==> src/rtl/vga_pkg.sv <==
// Shared VGA definitions: RGB565 colour constants, pattern mode encodings and default active sizes.
package vga_pkg;

   localparam int unsigned COORD_W      = 10;
   localparam int unsigned H_ACTIVE_DEF = 640;
   localparam int unsigned V_ACTIVE_DEF = 480;

   typedef struct packed {
      logic [4:0] r;
      logic [5:0] g;
      logic [4:0] b;
   } rgb565_t;

   localparam rgb565_t RGB_WHITE   = 16'hFFFF;
   localparam rgb565_t RGB_YELLOW  = 16'hFFE0;
   localparam rgb565_t RGB_CYAN    = 16'h07FF;
   localparam rgb565_t RGB_GREEN   = 16'h07E0;
   localparam rgb565_t RGB_MAGENTA = 16'hF81F;
   localparam rgb565_t RGB_RED     = 16'hF800;
   localparam rgb565_t RGB_BLUE    = 16'h001F;
   localparam rgb565_t RGB_BLACK   = 16'h0000;

   typedef enum logic [1:0] {
      MODE_BARS  = 2'd0,
      MODE_CHECK = 2'd1,
      MODE_GRAD  = 2'd2,
      MODE_BOX   = 2'd3
   } mode_e;

endpackage

==> src/rtl/vga_box_mover.sv <==
// Bouncing-box position: advances bx/by once per frame_start and reflects off the active-area edges.
module vga_box_mover
   import vga_pkg::*;
#(
   parameter int unsigned H_ACTIVE = H_ACTIVE_DEF,
   parameter int unsigned V_ACTIVE = V_ACTIVE_DEF,
   parameter int unsigned BOX_SIZE = 32,
   parameter int unsigned BOX_STEP = 2
) (
   input  logic               clk,
   input  logic               rst_n,
   input  logic               frame_start,
   output logic [COORD_W-1:0] bx,
   output logic [COORD_W-1:0] by
);

   localparam logic [COORD_W-1:0] STEP    = COORD_W'(BOX_STEP);
   localparam logic [COORD_W-1:0] X_MAX   = COORD_W'(H_ACTIVE - BOX_SIZE);
   localparam logic [COORD_W-1:0] Y_MAX   = COORD_W'(V_ACTIVE - BOX_SIZE);
   localparam logic [COORD_W-1:0] X_TURN  = COORD_W'(H_ACTIVE - BOX_SIZE - BOX_STEP);
   localparam logic [COORD_W-1:0] Y_TURN  = COORD_W'(V_ACTIVE - BOX_SIZE - BOX_STEP);

   logic               dir_x;
   logic               dir_y;
   logic [COORD_W-1:0] bx_nxt_c;
   logic [COORD_W-1:0] by_nxt_c;
   logic               dir_x_nxt_c;
   logic               dir_y_nxt_c;

   // One axis of the bounce: clamp onto the edge and reverse when the next step would reach it.
   function automatic logic [COORD_W:0] step_axis(
      input logic [COORD_W-1:0] pos,
      input logic               dir,
      input logic [COORD_W-1:0] turn,
      input logic [COORD_W-1:0] max_pos
   );
      logic               nxt_dir;
      logic [COORD_W-1:0] nxt_pos;
      nxt_dir = dir;
      nxt_pos = pos;
      if (dir) begin
         if (pos >= turn) begin
            nxt_pos = max_pos;
            nxt_dir = 1'b0;
         end else begin
            nxt_pos = pos + STEP;
         end
      end else begin
         if (pos <= STEP) begin
            nxt_pos = '0;
            nxt_dir = 1'b1;
         end else begin
            nxt_pos = pos - STEP;
         end
      end
      return {nxt_dir, nxt_pos};
   endfunction

   always_comb begin
      {dir_x_nxt_c, bx_nxt_c} = step_axis(bx, dir_x, X_TURN, X_MAX);
      {dir_y_nxt_c, by_nxt_c} = step_axis(by, dir_y, Y_TURN, Y_MAX);
   end

   always_ff @(posedge clk) begin
      if (!rst_n) begin
         bx    <= '0;
         by    <= '0;
         dir_x <= 1'b1;
         dir_y <= 1'b1;
      end else if (frame_start) begin
         bx    <= bx_nxt_c;
         by    <= by_nxt_c;
         dir_x <= dir_x_nxt_c;
         dir_y <= dir_y_nxt_c;
      end
   end

endmodule

==> src/rtl/vga_pattern_gen.sv <==
// Test-pattern source: frame-latched mode select, four-way pattern mux and a single output register stage.
module vga_pattern_gen
   import vga_pkg::*;
#(
   parameter int unsigned H_ACTIVE = H_ACTIVE_DEF,
   parameter int unsigned V_ACTIVE = V_ACTIVE_DEF,
   parameter int unsigned BOX_SIZE = 32,
   parameter int unsigned BOX_STEP = 2
) (
   input  logic               clk,
   input  logic               rst_n,
   input  logic [1:0]         mode_sel,
   input  logic               frame_start,
   input  logic               de_in,
   input  logic               hsync_in,
   input  logic               vsync_in,
   input  logic [COORD_W-1:0] x_in,
   input  logic [COORD_W-1:0] y_in,
   output logic [4:0]         R,
   output logic [5:0]         G,
   output logic [4:0]         B,
   output logic               HSYNC,
   output logic               VSYNC,
   output logic               de_out
);

   localparam int unsigned BAR_W = H_ACTIVE / 8;

   mode_e              mode_q;
   logic [COORD_W-1:0] bx;
   logic [COORD_W-1:0] by;
   logic [2:0]         bar_idx_c;
   rgb565_t            bar_c;
   logic               in_box_c;
   rgb565_t            pix_c;

   // Mode only changes on frame boundaries so a pattern never tears mid-frame.
   always_ff @(posedge clk) begin
      if (!rst_n) begin
         mode_q <= MODE_BARS;
      end else if (frame_start) begin
         mode_q <= mode_e'(mode_sel);
      end
   end

   vga_box_mover #(
      .H_ACTIVE (H_ACTIVE),
      .V_ACTIVE (V_ACTIVE),
      .BOX_SIZE (BOX_SIZE),
      .BOX_STEP (BOX_STEP)
   ) u_box_mover (
      .clk         (clk),
      .rst_n       (rst_n),
      .frame_start (frame_start),
      .bx          (bx),
      .by          (by)
   );

   always_comb begin
      bar_idx_c = 3'(x_in / COORD_W'(BAR_W));
      case (bar_idx_c)
         3'd0:    bar_c = RGB_WHITE;
         3'd1:    bar_c = RGB_YELLOW;
         3'd2:    bar_c = RGB_CYAN;
         3'd3:    bar_c = RGB_GREEN;
         3'd4:    bar_c = RGB_MAGENTA;
         3'd5:    bar_c = RGB_RED;
         3'd6:    bar_c = RGB_BLUE;
         default: bar_c = RGB_BLACK;
      endcase
   end

   // Compare one bit wider so bx+BOX_SIZE cannot wrap near the right/bottom edge.
   always_comb begin
      in_box_c = ({1'b0, x_in} >= {1'b0, bx}) &&
                 ({1'b0, x_in} <  ((COORD_W + 1)'(bx) + (COORD_W + 1)'(BOX_SIZE))) &&
                 ({1'b0, y_in} >= {1'b0, by}) &&
                 ({1'b0, y_in} <  ((COORD_W + 1)'(by) + (COORD_W + 1)'(BOX_SIZE)));
   end

   always_comb begin
      pix_c = RGB_BLACK;
      if (de_in) begin
         case (mode_q)
            MODE_BARS:  pix_c = bar_c;
            MODE_CHECK: pix_c = (x_in[5] ^ y_in[5]) ? RGB_BLACK : RGB_WHITE;
            MODE_GRAD: begin
               pix_c.r = x_in[8:4];
               pix_c.g = y_in[8:3];
               pix_c.b = x_in[4:0];
            end
            MODE_BOX:   pix_c = in_box_c ? RGB_RED : RGB_BLUE;
            default:    pix_c = RGB_BLACK;
         endcase
      end
   end

   // Colour, syncs and de share one register stage so they stay aligned.
   always_ff @(posedge clk) begin
      if (!rst_n) begin
         R      <= '0;
         G      <= '0;
         B      <= '0;
         HSYNC  <= 1'b1;
         VSYNC  <= 1'b1;
         de_out <= 1'b0;
      end else begin
         R      <= pix_c.r;
         G      <= pix_c.g;
         B      <= pix_c.b;
         HSYNC  <= hsync_in;
         VSYNC  <= vsync_in;
         de_out <= de_in;
      end
   end

endmodule

==> config.mk <==
export PLATFORM = sky130hd
export DESIGN_NAME = vga_pattern_gen
export DESIGN_NICKNAME = d
export VERILOG_FILES = /design/src/rtl/vga_pkg.sv /design/src/rtl/vga_box_mover.sv /design/src/rtl/vga_pattern_gen.sv
export SDC_FILE = /design/constraint.sdc
export NUM_CORES = 1
export LEC_CHECK = 0
export BUFFER_PORTS_ARGS = -buffer_cell sky130_fd_sc_hd__buf_4
export CAP_MARGIN = 20
export CORE_UTILIZATION = 40
export CTS_CLUSTER_DIAMETER = 30
export DETAILED_ROUTE_END_ITERATION = 8
export GPL_ROUTABILITY_DRIVEN = 0
export SETUP_SLACK_MARGIN = 0.15
export SKIP_CTS_REPAIR_TIMING = 1
export SYNTH_ARGS = -nofsm -noshare
export SYNTH_HDL_FRONTEND = slang
export SYNTH_SLANG_ARGS = --single-unit
==> constraint.sdc <==
create_clock -name clk -period 3.1 [get_ports clk]
set_clock_uncertainty 0.15 [all_clocks]
set_input_delay 0.465 -clock clk [delete_from_list [all_inputs] [get_ports clk]]
set_output_delay 0.465 -clock clk [all_outputs]
set_load 0.005 [all_outputs]
==> flow_summary.yaml, run 1 <==
detailed_routing:
  drc: 0
  viasPerCell: 5.80
  dr.first_iter.drc_count: 110
  wl_per_cell_um: 16.0
  ant_nets: 0
  wirelength_mm: 8.94
  dr.pass1.iters: 5
  route.vias.total: 3234
synthesis:
  netlist_instances: 418
  syn-num-nets: 484
  ys_types: 64
  synthesis.area_sq_um: 3300
  synth-seq-cells: 41
  ys.flop_type: "dfxtp_1"
  yosys_warnings: 0
  synth_edf_count: 0
  synthArstFlopShare: 0
  syn_area_per_cell_sq_um: 7.89
  yosysSeqAreaShare: 0.249
power:
  irDropWorstVdd_v: 0.000242
  p_per_area_nw_per_um2: 331
  leakage_uw: 0.00158
placed_design:
  place_ws_ps: 299
  hpwl_mm: 6.71
  port_buffers: 45
  place_area_sq_um: 3710
finish:
  antennaDiodeCount: 0
  fillCellCount: 806
  finalInstanceArea_sq_um: 3800
  area_growth_pct: 15.3
  final_core_util: 0.485
  nets: 521
  drive_gt1_frac: 0.154
cts:
  clockBufferDepth: 2
  numClockSinks: 41
  htree_num_levels: 2
  clock_latency_ps: 310
  path_clk_slew_ps: 90
  clockRootBuffer: "clkbuf_8"
  cts_buffers: 5
  cts_tree: "done"
timing:
  min_period_over_period: 0.899
  tightest_slew_ps: 692
  setup_ws_ps: 313
  fin_crit_ps: 2790
  rsz0062_at_grt: "false"
  slew_headroom: 0.538
  holdWs_ps: 177
  hold_viol: 0
  finalSetupViolCount: 0
  drv_slew: 0
  finalSetupTns_ps: 0
  max_freq_ghz: 0.359
setup_path:
  worstPathArrival_ps: 2820
  path_class: "reg2reg"
  worstSetupEndpointType: "register"
  required_ps: 3130
  path_max_fanout: 4
  start_kind: "register"
job:
  drv_cap: 0
floorplanning:
  die_y_um: 92.8
  die-area_sq_um: 8620
  rows: 32
  io_pins: 47
  die_x_um: 92.8
  coreArea_sq_um: 7850
  start_util: 0.420
grt:
  grt_max_degree: 33
  grt_pass1_wl_mm: 14.8
  grt_usage: 0.214
  overflow: 0
  grt_pass1_vias: 3018
  antenna_found_initial: 0
worst_hold_path:
  hp-class: "in2reg"
run_status:
  status: "finished, final reports clean"
==> worst paths after layout <==
path	start	end	slack, ps	cells after the start
worst max register to register	u_box_mover.bx[6]	B[3]	310	10
worst min-delay path	vsync_in	VSYNC	180	2
worst min register to register	u_box_mover.by[5]	u_box_mover.by[5]	420	2
worst max-delay path	u_box_mover.bx[6]	B[3]	310	10
==> worst max-delay path, cell delays in order, from the launching register on <==
cell	delay, ps
dfxtp_1	390
inv_1	80
ha_1	270
inv_1	40
ha_1	280
a21o_1	180
a2111oi_0	350
o21ai_0	200
a211oi_2	390
or3_1	250
nand3_1	90
==> area by class of cell <==
type,count,area (sq um),share of cell area
Timing Repair Buffer,50,375,0.0987
Sequential cell,41,825,0.217
Clock inverter,2,10.0,0.00263
Clock buffer,6,72.6,0.0191
Inverter,28,105,0.0276
Tap cell,102,128,0.0335
Multi-Input combinational cell,329,2290,0.602
==> stage by stage <==
step | total power (uW) | cells
final | 1260 | 558
after global routing | 1340 | 558
after floorplan | 788 | 418
after detailed placement | 909 | 550
after global placement | 901 | 550
after CTS | 1260 | 558
==> metal layers <==
| layer | part of all wire | vias up | global-route usage |
|---|---|---|---|
| li1 | - | 1622 | - |
| met1 | 0.47 | 1544 | 0.293 |
| met2 | 0.48 | 61 | 0.355 |
| met3 | 0.033 | 7 | 0.0246 |
| met4 | 0.0087 | 0 | 0.0538 |
| met5 | 0 | - | 0 |
==> state kept, by name, summed over array words and instances (netlist names) <==
signal,count
u_box_mover.bx,9
u_box_mover.by,9
G,6
B,5
R,5
mode_q,2
HSYNC,1
VSYNC,1
de_out,1
u_box_mover.dir_x,1
u_box_mover.dir_y,1
==> placed cells by master (no fill, tap or decap), types with 5 or more instances in the layout <==
| master | instances |
|---|---|
| buf_4 | 50 |
| dfxtp_1 | 38 |
| ha_1 | 38 |
| a21oi_1 | 37 |
| nand2_1 | 36 |
| inv_1 | 27 |
| o21ai_0 | 26 |
| nand3_1 | 21 |
| nor3_1 | 13 |
| nor2_1 | 13 |
| nand2b_1 | 11 |
| o21a_1 | 11 |
| a31oi_1 | 9 |
| nor2b_1 | 9 |
| xnor2_1 | 8 |
| nand4_1 | 7 |
| and3_1 | 6 |
| mux2i_1 | 5 |
| a22oi_1 | 5 |
| clkbuf_8 | 5 |
==> Yosys cell counts (all sizes together), types with 3 or more instances <==
| library cell | instances | area (sq um) |
|---|---|---|
| a2111oi | 3 | 26.3 |
| a211oi | 4 | 35.0 |
| a21o | 3 | 22.5 |
| a21oi | 39 | 203 |
| a22o | 3 | 26.3 |
| a22oi | 5 | 37.5 |
| a31oi | 9 | 56.3 |
| a41o | 4 | 40.0 |
| and2 | 4 | 25.0 |
| and3 | 7 | 48.8 |
| buf | 5 | 38.8 |
| clkbuf | 15 | 56.3 |
| dfxtp | 41 | 821 |
| ha | 38 | 475 |
| inv | 27 | 101 |
| mux2i | 5 | 50.1 |
| nand2 | 37 | 141 |
| nand2b | 11 | 68.8 |
| nand3 | 21 | 105 |
| nand4 | 7 | 43.8 |
| nor2 | 13 | 48.8 |
| nor2b | 9 | 56.3 |
| nor3 | 13 | 65.1 |
| o211ai | 3 | 22.5 |
| o21a | 11 | 82.6 |
| o21ai | 27 | 135 |
| o22ai | 4 | 25.0 |
| o31ai | 5 | 51.3 |
| xnor2 | 8 | 70.1 |
==> power by group <==
| part | internal (uW) | leakage [uW] | switching [uW] | total [uW] |
|---|---|---|---|---|
| Clock | 156 | 0.0000450 | 202 | 358 |
| Sequential | 553 | 0.000337 | 22.8 | 576 |
| Combinational | 145 | 0.00119 | 180 | 325 |
| Total | 854 | 0.00158 | 404 | 1260 |
==> cells by family (layout without fill, tap and decap cells) <==
group / count (synthesis) / in the layout / synth area share
DFF: 41 / 41 / 0.249
muxes: 5 / 5 / 0.0152
buffers and inverters: 48 / 86 / 0.0607
AOI/OAI and AO/OA: 142 / 142 / 0.292
adders and majority gates: 38 / 38 / 0.144
xor gates and xnor gates: 9 / 9 / 0.0239
and+or+nand+nor: 135 / 135 / 0.215
(Power assumes the default switching activity.)
==> inputs of run 2 (changes only) <==
Settings changed: ABC_CLOCK_PERIOD_IN_PS set to 3100, MAX_ROUTING_LAYER set to met4, SLEW_MARGIN set to 20.
==> run 2 against run 1 <==
  * Critical path type unchanged
  * Combinational power is essentially flat
  * Register-to-register slack got worse by 30 ps
  * Largest power group unchanged
  * Via count barely moved
  * Clock power is essentially flat
==> flow_summary.yaml, run 2 (synthesis results as in run 1) <==
worst_hold_path:
  hp-class: "in2reg"
job:
  drv_cap: 0
power:
  irDropWorstVdd_v: 0.000242
  power.share.clock: 0.284
  p_per_area_nw_per_um2: 330
  p_switching_uw: 403
  sequentialPowerShare: 0.458
  comb_power_share: 0.258
  leakage_uw: 0.00158
  switching_share: 0.321
  internal_power_uw: 854
finish:
  top_regs: "u_box_mover.bx (9), u_box_mover.by (9), G (6)"
  fin_cells: 558
  layout_commonest_cell: "buf_4"
  fillCellCount: 806
  nets: 521
  area_growth_pct: 15.3
  drive_gt1_frac: 0.154
  most-common-layout-cells: "50 x buf_4, 38 x dfxtp_1, 38 x ha_1, 37 x a21oi_1, 36 x nand2_1"
  antennaDiodeCount: 0
detailed_routing:
  ant_nets: 0
  wl_per_cell_um: 16.0
  dr.first_iter.drc_count: 126
  wirelength_mm: 8.90
  viasPerCell: 5.80
  route.vias.total: 3235
  drc: 0
  dr.pass1.iters: 4
timing:
  finalSetupViolCount: 0
  fin_crit_ps: 2810
  drv_slew: 0
  finalSetupTns_ps: 0
  tightest_slew_ps: 685
  min_period_over_period: 0.908
  rsz0062_at_grt: "false"
  hold_viol: 0
  max_freq_ghz: 0.355
  slew_headroom: 0.542
placed_design:
  dp.cells: 550
  port_buffers: 45
  hpwl_mm: 6.71
cts:
  clockBufferDepth: 2
  clockRootBuffer: "clkbuf_8"
  path_clk_slew_ps: 90
  numClockSinks: 41
  htree_num_levels: 2
  clock_latency_ps: 310
  cts_tree: "done"
  cts_buffers: 5
floorplanning:
  die_x_um: 92.8
  start_util: 0.420
  die_y_um: 92.8
  coreArea_sq_um: 7850
  rows: 32
  die-area_sq_um: 8620
  io_pins: 47
grt:
  grt_usage: 0.220
  grt_pass1_wl_mm: 14.8
  grt_pass1_vias: 3019
  grt_max_degree: 33
  overflow: 0
  antenna_found_initial: 0
setup_path:
  path_class: "reg2reg"
  start_kind: "register"
  required_ps: 3130
  worstSetupEndpointType: "register"
  path_max_fanout: 4
  worstPathArrival_ps: 2850
run_status:
  status: "finished, final reports clean"
## run 2: cell counts in the layout (fill, tap and decap cells not counted)
No cell type changed its count.
## run 2: area by class of cell
class	instances	area [sq um]	share of cell area
clock buffer	6	72.6	0.0191
timing repair buffer	50	375	0.0987
inverter	28	105	0.0276
sequential	41	825	0.217
tap	102	128	0.0335
clock inverter	2	10.0	0.00263
multi-input combinational	329	2290	0.602
## run 2: power groups by stage
stage / Combinational, uW / Sequential [uW] / Clock [uW]
6_report: 325 / 576 / 357
3_5_place_dp: 320 / 588 / 0
4_1_cts: 322 / 576 / 364
2_1_floorplan: 205 / 582 / 0
3_3_place_gp: 314 / 588 / 0
5_1_grt: 366 / 580 / 391
## run 2: critical path: stages (launching register included)
cell       delay, ps
dfxtp_1          390
inv_1             80
ha_1             270
inv_1             40
ha_1             280
a21o_1           180
a2111oi_0        370
o21ai_0          200
a211oi_2         390
or3_1            250
nand3_1           90
## run 2: worst paths after layout
path | slack [ps] | startpoint | cells past startpoint | endpoint
worst max-delay path | 290 | u_box_mover.bx[6] | 10 | B[3]
worst min-delay path | 180 | vsync_in | 2 | VSYNC
worst max register to register | 290 | u_box_mover.bx[6] | 10 | B[3]
worst min register to register | 420 | u_box_mover.by[5] | 2 | u_box_mover.by[5]
## run 2: metrics by stage
stage	utilization	setup slack, ps	hold WS, ps	power (uW)	cell area (sq um)
finish	0.485	287	178	1260	3800
global route	0.485	153	192	1340	3800
CTS	0.483	260	178	1260	3790
detailed placement	0.472	299	405	909	3710
global placement	0.472	312	389	901	3710
floorplan	-	382	344	788	3300
## run 2: per-layer routing
| metal | track usage | part of all wire | wire (um) | up-vias |
|---|---|---|---|---|
| met5 | - | 0 | 0 | - |
| met4 | 0.0538 | 0.011 | 101 | 0 |
| met3 | 0.0246 | 0.034 | 306 | 10 |
| met2 | 0.356 | 0.48 | 4240 | 71 |
| met1 | 0.292 | 0.48 | 4260 | 1534 |
| li1 | - | - | - | 1620 |
